--- config.mk ---
export PLATFORM = sky130hd
export DESIGN_NAME = ctrlport_status_forwarder
export DESIGN_NICKNAME = d
export VERILOG_FILES = /design/src/rtl/ctrlport_status_forwarder.sv
export SDC_FILE = /design/constraint.sdc
export NUM_CORES = 1
export LEC_CHECK = 0
export BUFFER_PORTS_ARGS = -buffer_cell sky130_fd_sc_hd__buf_2
export CORE_ASPECT_RATIO = 1.1
export CORE_MARGIN = 2
export CORE_UTILIZATION = 47
export CTS_CLUSTER_SIZE = 16
export DETAILED_ROUTE_END_ITERATION = 7
export PLACE_DENSITY_LB_ADDON = 0.08
export SLEW_MARGIN = 20
export SYNTH_ARGS = -nofsm -noshare
export SYNTH_HDL_FRONTEND = slang
export SYNTH_SLANG_ARGS = --single-unit
--- constraint.sdc ---
create_clock -name ctrlport_clk -period 2.5 [get_ports ctrlport_clk]
set_input_delay 0 -clock ctrlport_clk [delete_from_list [all_inputs] [get_ports ctrlport_clk]]
set_output_delay 0 -clock ctrlport_clk [all_outputs]
set_load 0.1 [all_outputs]
--- src/rtl/ctrlport_status_forwarder.sv ---
// Forwards debounced status bits to a remote ControlPort register as single writes,
// with ack timeout, bounded retry, sticky fault and optional periodic refresh.
module ctrlport_status_forwarder #(
  parameter int          NUM_BITS        = 2,
  parameter logic [19:0] DEST_ADDR       = 20'h0,
  parameter int          BIT_OFFSET      = 0,
  parameter bit          ACTIVE_LOW      = 1'b1,
  parameter int          SYNC_STAGES     = 2,
  parameter int          DEBOUNCE_CYCLES = 16,
  parameter int          TIMEOUT_CYCLES  = 1024,
  parameter int          MAX_RETRIES     = 3,
  parameter int          REFRESH_CYCLES  = 0
) (
  input  logic                ctrlport_clk,
  input  logic                ctrlport_rst_n,
  output logic                m_ctrlport_req_wr,
  output logic                m_ctrlport_req_rd,
  output logic [19:0]         m_ctrlport_req_addr,
  output logic [31:0]         m_ctrlport_req_data,
  output logic [3:0]          m_ctrlport_req_byte_en,
  input  logic                m_ctrlport_resp_ack,
  input  logic [1:0]          m_ctrlport_resp_status,
  input  logic [31:0]         m_ctrlport_resp_data,
  input  logic                enable,
  input  logic [NUM_BITS-1:0] status_in,
  output logic                busy,
  output logic                fault,
  output logic [NUM_BITS-1:0] stable_status
);

  localparam logic [1:0] CTRL_STS_OKAY = 2'd0;

  localparam int DB_W  = (DEBOUNCE_CYCLES > 0) ? $clog2(DEBOUNCE_CYCLES + 1) : 1;
  localparam int TMO_W = (TIMEOUT_CYCLES > 0) ? $clog2(TIMEOUT_CYCLES + 1) : 1;
  localparam int RT_W  = $clog2(MAX_RETRIES + 1);
  localparam int RF_W  = (REFRESH_CYCLES > 0) ? $clog2(REFRESH_CYCLES + 1) : 1;

  localparam logic [DB_W-1:0]  DB_LAST  = DB_W'((DEBOUNCE_CYCLES > 0) ? DEBOUNCE_CYCLES - 1 : 0);
  localparam logic [TMO_W-1:0] TMO_LAST = TMO_W'((TIMEOUT_CYCLES > 0) ? TIMEOUT_CYCLES - 1 : 0);
  localparam logic [RF_W-1:0]  RF_LAST  = RF_W'((REFRESH_CYCLES > 0) ? REFRESH_CYCLES - 1 : 0);
  localparam logic [RT_W-1:0]  RT_MAX   = RT_W'(MAX_RETRIES);

  typedef enum logic [1:0] {
    ST_IDLE,
    ST_WAIT,
    ST_FAULT
  } state_t;

  state_t              state_reg, state_next;
  logic [NUM_BITS-1:0] sent_value_reg, sent_value_next;
  logic                req_wr_reg, req_wr_next;
  logic                fault_reg, fault_next;
  logic                retry_pending_reg, retry_pending_next;
  logic [RT_W-1:0]     retry_cnt_reg, retry_cnt_next;
  logic [TMO_W-1:0]    tmo_cnt_reg, tmo_cnt_next;
  logic [RF_W-1:0]     refresh_cnt_reg, refresh_cnt_next;
  logic                enable_d_reg;

  logic [NUM_BITS-1:0] status_pol;
  logic [NUM_BITS-1:0] sync_reg [SYNC_STAGES];
  logic [NUM_BITS-1:0] synced;
  logic                enable_rise, enable_fall, refresh_hit, timeout_hit, trigger;
  logic [RT_W-1:0]     retry_inc;
  logic                unused_resp_data;

  assign unused_resp_data = ^m_ctrlport_resp_data;

  // Polarity correction happens before synchronisation so everything downstream is active-high.
  assign status_pol = ACTIVE_LOW ? ~status_in : status_in;
  assign synced     = sync_reg[SYNC_STAGES-1];

  always_ff @(posedge ctrlport_clk or negedge ctrlport_rst_n) begin
    if (!ctrlport_rst_n) begin
      for (int i = 0; i < SYNC_STAGES; i++) sync_reg[i] <= '0;
    end else begin
      sync_reg[0] <= status_pol;
      for (int i = 1; i < SYNC_STAGES; i++) sync_reg[i] <= sync_reg[i-1];
    end
  end

  for (genvar gi = 0; gi < NUM_BITS; gi++) begin : g_debounce
    logic bit_reg;
    if (DEBOUNCE_CYCLES == 0) begin : g_pass
      always_ff @(posedge ctrlport_clk or negedge ctrlport_rst_n) begin
        if (!ctrlport_rst_n) bit_reg <= 1'b0;
        else                 bit_reg <= synced[gi];
      end
    end else begin : g_count
      logic [DB_W-1:0] cnt_reg;
      // Counter restarts whenever the synced bit agrees with the accepted value.
      always_ff @(posedge ctrlport_clk or negedge ctrlport_rst_n) begin
        if (!ctrlport_rst_n) begin
          bit_reg <= 1'b0;
          cnt_reg <= '0;
        end else if (synced[gi] == bit_reg) begin
          cnt_reg <= '0;
        end else if (cnt_reg == DB_LAST) begin
          bit_reg <= synced[gi];
          cnt_reg <= '0;
        end else begin
          cnt_reg <= cnt_reg + 1'b1;
        end
      end
    end
    assign stable_status[gi] = bit_reg;
  end

  assign enable_rise = enable & ~enable_d_reg;
  assign enable_fall = ~enable & enable_d_reg;
  assign refresh_hit = (REFRESH_CYCLES > 0) && (refresh_cnt_reg == RF_LAST);
  assign timeout_hit = (TIMEOUT_CYCLES > 0) && (tmo_cnt_reg == TMO_LAST);
  assign trigger     = (stable_status != sent_value_reg) || enable_rise ||
                       retry_pending_reg || refresh_hit;
  assign retry_inc   = retry_cnt_reg + 1'b1;

  always_comb begin
    state_next         = state_reg;
    sent_value_next    = sent_value_reg;
    req_wr_next        = 1'b0;
    fault_next         = fault_reg;
    retry_pending_next = retry_pending_reg;
    retry_cnt_next     = retry_cnt_reg;
    tmo_cnt_next       = tmo_cnt_reg;
    refresh_cnt_next   = refresh_cnt_reg;
    case (state_reg)
      ST_IDLE: begin
        if (enable && trigger) begin
          state_next       = ST_WAIT;
          req_wr_next      = 1'b1;
          sent_value_next  = stable_status;
          tmo_cnt_next     = '0;
          refresh_cnt_next = '0;
        end else if (enable && (REFRESH_CYCLES > 0) && !refresh_hit) begin
          refresh_cnt_next = refresh_cnt_reg + 1'b1;
        end
      end
      ST_WAIT: begin
        // An ack in the same cycle as the timeout takes precedence.
        if (m_ctrlport_resp_ack && (m_ctrlport_resp_status == CTRL_STS_OKAY)) begin
          state_next         = ST_IDLE;
          retry_cnt_next     = '0;
          retry_pending_next = 1'b0;
        end else if (m_ctrlport_resp_ack || timeout_hit) begin
          retry_cnt_next = retry_inc;
          if (retry_inc == RT_MAX) begin
            state_next         = ST_FAULT;
            fault_next         = 1'b1;
            retry_pending_next = 1'b0;
          end else begin
            state_next         = ST_IDLE;
            retry_pending_next = 1'b1;
          end
        end else if (TIMEOUT_CYCLES > 0) begin
          tmo_cnt_next = tmo_cnt_reg + 1'b1;
        end
      end
      ST_FAULT: begin
        if (enable_fall) begin
          state_next         = ST_IDLE;
          fault_next         = 1'b0;
          retry_cnt_next     = '0;
          retry_pending_next = 1'b0;
        end
      end
      default: state_next = ST_IDLE;
    endcase
  end

  always_ff @(posedge ctrlport_clk or negedge ctrlport_rst_n) begin
    if (!ctrlport_rst_n) begin
      state_reg         <= ST_IDLE;
      sent_value_reg    <= '0;
      req_wr_reg        <= 1'b0;
      fault_reg         <= 1'b0;
      retry_pending_reg <= 1'b0;
      retry_cnt_reg     <= '0;
      tmo_cnt_reg       <= '0;
      refresh_cnt_reg   <= '0;
      enable_d_reg      <= 1'b0;
    end else begin
      state_reg         <= state_next;
      sent_value_reg    <= sent_value_next;
      req_wr_reg        <= req_wr_next;
      fault_reg         <= fault_next;
      retry_pending_reg <= retry_pending_next;
      retry_cnt_reg     <= retry_cnt_next;
      tmo_cnt_reg       <= tmo_cnt_next;
      refresh_cnt_reg   <= refresh_cnt_next;
      enable_d_reg      <= enable;
    end
  end

  assign m_ctrlport_req_wr      = req_wr_reg;
  assign m_ctrlport_req_rd      = 1'b0;
  assign m_ctrlport_req_addr    = DEST_ADDR;
  assign m_ctrlport_req_data    = 32'(sent_value_reg) << BIT_OFFSET;
  assign m_ctrlport_req_byte_en = 4'hF;
  assign busy                   = (state_reg == ST_WAIT);
  assign fault                  = fault_reg;

endmodule

==> results_dict.tcl <==
set metrics [dict create \
    peakVddDrop_v 0.000408 \
    nets 274 \
    netlist_area_um2 2160 \
    wl_mm 3.29 \
    leakage_uw 0.00115 \
    grt_pass1_wl_mm 5.51 \
    root_buffer "clkbuf_8" \
    drt-pass1-iter-count 4 \
    startpoint_type "flop" \
    p_sw_uw 1050 \
    ctsHtreeMaxLevel 2 \
    grt_max_degree 38 \
    pin_count 102 \
    area_growth_pct 2.43 \
    drive_gt1_share_pct 18.2 \
    drcViolationCount 0 \
    drtAntennaViolNets 0 \
    async_reset_ff_share_pct 100 \
    globalplace.congestion 0.753 \
    synth-adder-area-share_pct 2.31 \
    status "finished, final reports clean" \
    synth_compound_area_share_pct 9.42 \
    worstPathMaxFanout 10 \
    synth_mux_area_share_pct 4.10 \
    final_max_slew_viol_count 0 \
    r2r_slack_ns 0.51 \
    largest_reg_flops 11 \
    hp-class "in -> reg" \
    drt_iter0_markers 72 \
    ys_ff_latch 37 \
    die_area_um2 5160 \
    arrival_ns 2.17 \
    cts_made_buffers 5 \
    vias 1372 \
    wl_per_cell_um 11.6 \
    tns_ns 0 \
    critPathRequiredTime_ns 2.68 \
    finalClockSkew_ns 0.00265 \
    yosysWarnings 0 \
    core_um2 4380 \
    synth_top_family_by_area "buffers and inverters" \
    worst_pin_slew_ns 0.810 \
    slew_headroom_pct 46.0 \
    r2r-start "tmo_cnt_reg[0]$_DFFE_PN0P_" \
    min_path_cells 4 \
    dp_hpwl_mm 2.39 \
    synth_edf_count 0 \
    tritoncts "built" \
    drv_cap 0 \
    io_buffers 14 \
    clkLatencyLatePin_ns 0.29 \
    synth.distinct_cells 43 \
    cts_sinks 37 \
    ff2ff_path_depth 5 \
    placed_cell_area_um2 2060 \
    synth.most_common_cell "buf_4" \
    yosysSeqAreaShare_pct 42.8 \
    p_int_uw 1220 \
    yosys.area.top_type_share_pct 42.8 \
    clk_pin_slew_ns 0.07 \
    setup-violations-final 0 \
    fin_area_um2 2220 \
    timing.rr.end "tmo_cnt_reg[7]$_DFFE_PN0P_" \
    end_kind "flop" \
    pwr-share-comb_pct 42.0 \
    synth_flop_cell "dfrtp_1" \
    overflow 0 \
    avgSynthCellArea_um2 10.3 \
    worstSetupPathType "reg -> reg" \
    grt_usage_pct 14.6 \
    die_x_um 68.7 \
    grt_pass1_vias 1241 \
    syn_inst 211 \
    via_per_inst 4.81 \
    seqPwrFrac_pct 34.2 \
    num_rows 25 \
    synthTopCellsByArea "dfrtp_1, buf_4, mux2_2" \
    hold_viol 0 \
    power_density_nw_per_um2 1020 \
    antenna_found_initial 0 \
    netlist_top_cells_count "buf_4, dfrtp_1, nand3_1, nor2_1, xor2_1" \
    pwr-share-clk_pct 23.8 \
    period_share_pct 79.7 \
    whs_endpoint "tmo_cnt_reg[10]$_DFFE_PN0P_" \
    diodes 0 \
    min-delay-start "m_ctrlport_resp_ack" \
    fin_crit_ns 1.99 \
    clockBufferDepth 2 \
    yosys.area.top_type "dfrtp_1" \
    post_cts_resized 0 \
    rsz0062_at_grt "no" \
    start_util_pct 49.4 \
    die_h_um 75.2 \
    synthXorXnorAreaFrac_pct 3.24 \
    swShare_pct 46.2 \
    yosys.area_share.simple_pct 16.2 \
    fmax_mhz 502 \
]
-- power by group through the flow --
stage | clock network (µW) | logic (µW) | registers, µW
final | 539 | 952 | 776
after global routing | 582 | 1020 | 794
after CTS | 556 | 957 | 777
after detailed placement | 0 | 949 | 789
after global placement | 0 | 936 | 786
after floorplan | 0 | 828 | 866
-- cell type report --
cell class / instances / area (µm²)
clock buffer: 6 / 82.6
clock inverter: 2 / 37.5
fill: 400 / 2160
inverter: 6 / 22.5
multi-input combinational: 162 / 971
sequential: 37 / 926
tap: 54 / 67.6
timing repair buffer: 18 / 110
-- layout by cell type (no fill, tap or decap), drive strengths merged, types with 4 or more instances in the layout --
master	instances
conb	55
dfrtp	37
buf	14
nand3	10
nor2	9
o21ai	9
xor2	8
mux2	7
nor3	6
and3	6
nand2	6
clkbuf	6
inv	6
nand2b	6
and2	4
o22a	4
ha	4
dlygate4sd3	4
nor4	4
-- per-stage QoR --
stage	cells	setup slack (ns)	power (µW)	hold slack (ns)	utilization, %
6_report	285	0.506	2270	0.156	50.6
5_1_grt	285	0.382	2400	0.150	50.6
4_1_cts	285	0.490	2290	0.148	50.6
3_5_place_dp	273	0.505	1740	0.147	47.0
3_3_place_gp	273	0.550	1720	0.142	47.0
2_1_floorplan	264	0.318	1690	-0.296	-
-- kinds of logic (layout without fill, tap and decap cells) --
kind of cell	Yosys count	in the layout
DFF	37	37
adders and majority gates	4	4
other	2	55
AOI/OAI and AO/OA	27	27
buffers and inverters	65	32
and+or+nand+nor	60	60
xor gates and xnor gates	8	8
muxes	8	8
-- routing by layer --
layer	global-route usage, %	share of wire [%]
met1	17.0	42
met2	24.6	48
met3	4.04	7.3
met4	7.19	2.3
met5	0	0
-- critical path, stage by stage, from the launching register on --
cell	delay (ns)
dfrtp_1	0.40
ha_1	0.25
nand3_2	0.18
nor4_1	0.09
or3_1	0.56
a221o_1	0.41
-- worst max-delay path by stage --
| stage | startpoint | to | slack, ns | cells past startpoint |
|---|---|---|---|---|
| global placement | tmo_cnt_reg[0]$_DFFE_PN0P_ | tmo_cnt_reg[7]$_DFFE_PN0P_ | 0.55 | 5 |
| finish | tmo_cnt_reg[0]$_DFFE_PN0P_ | tmo_cnt_reg[7]$_DFFE_PN0P_ | 0.51 | 5 |
| CTS | tmo_cnt_reg[0]$_DFFE_PN0P_ | tmo_cnt_reg[7]$_DFFE_PN0P_ | 0.49 | 5 |
| global route | tmo_cnt_reg[0]$_DFFE_PN0P_ | tmo_cnt_reg[7]$_DFFE_PN0P_ | 0.38 | 5 |
| floorplan | sent_value_reg[1]$_DFFE_PN0P_ | tmo_cnt_reg[7]$_DFFE_PN0P_ | 0.32 | 5 |
| detailed placement | tmo_cnt_reg[0]$_DFFE_PN0P_ | tmo_cnt_reg[7]$_DFFE_PN0P_ | 0.50 | 5 |
-- timing repair --
item | in CTS | in global routing
hold buffers | 4 | 0
hold endpoints to repair | 40 | 0
setup buffers | 0 | 0
(Power assumes the default switching activity.)
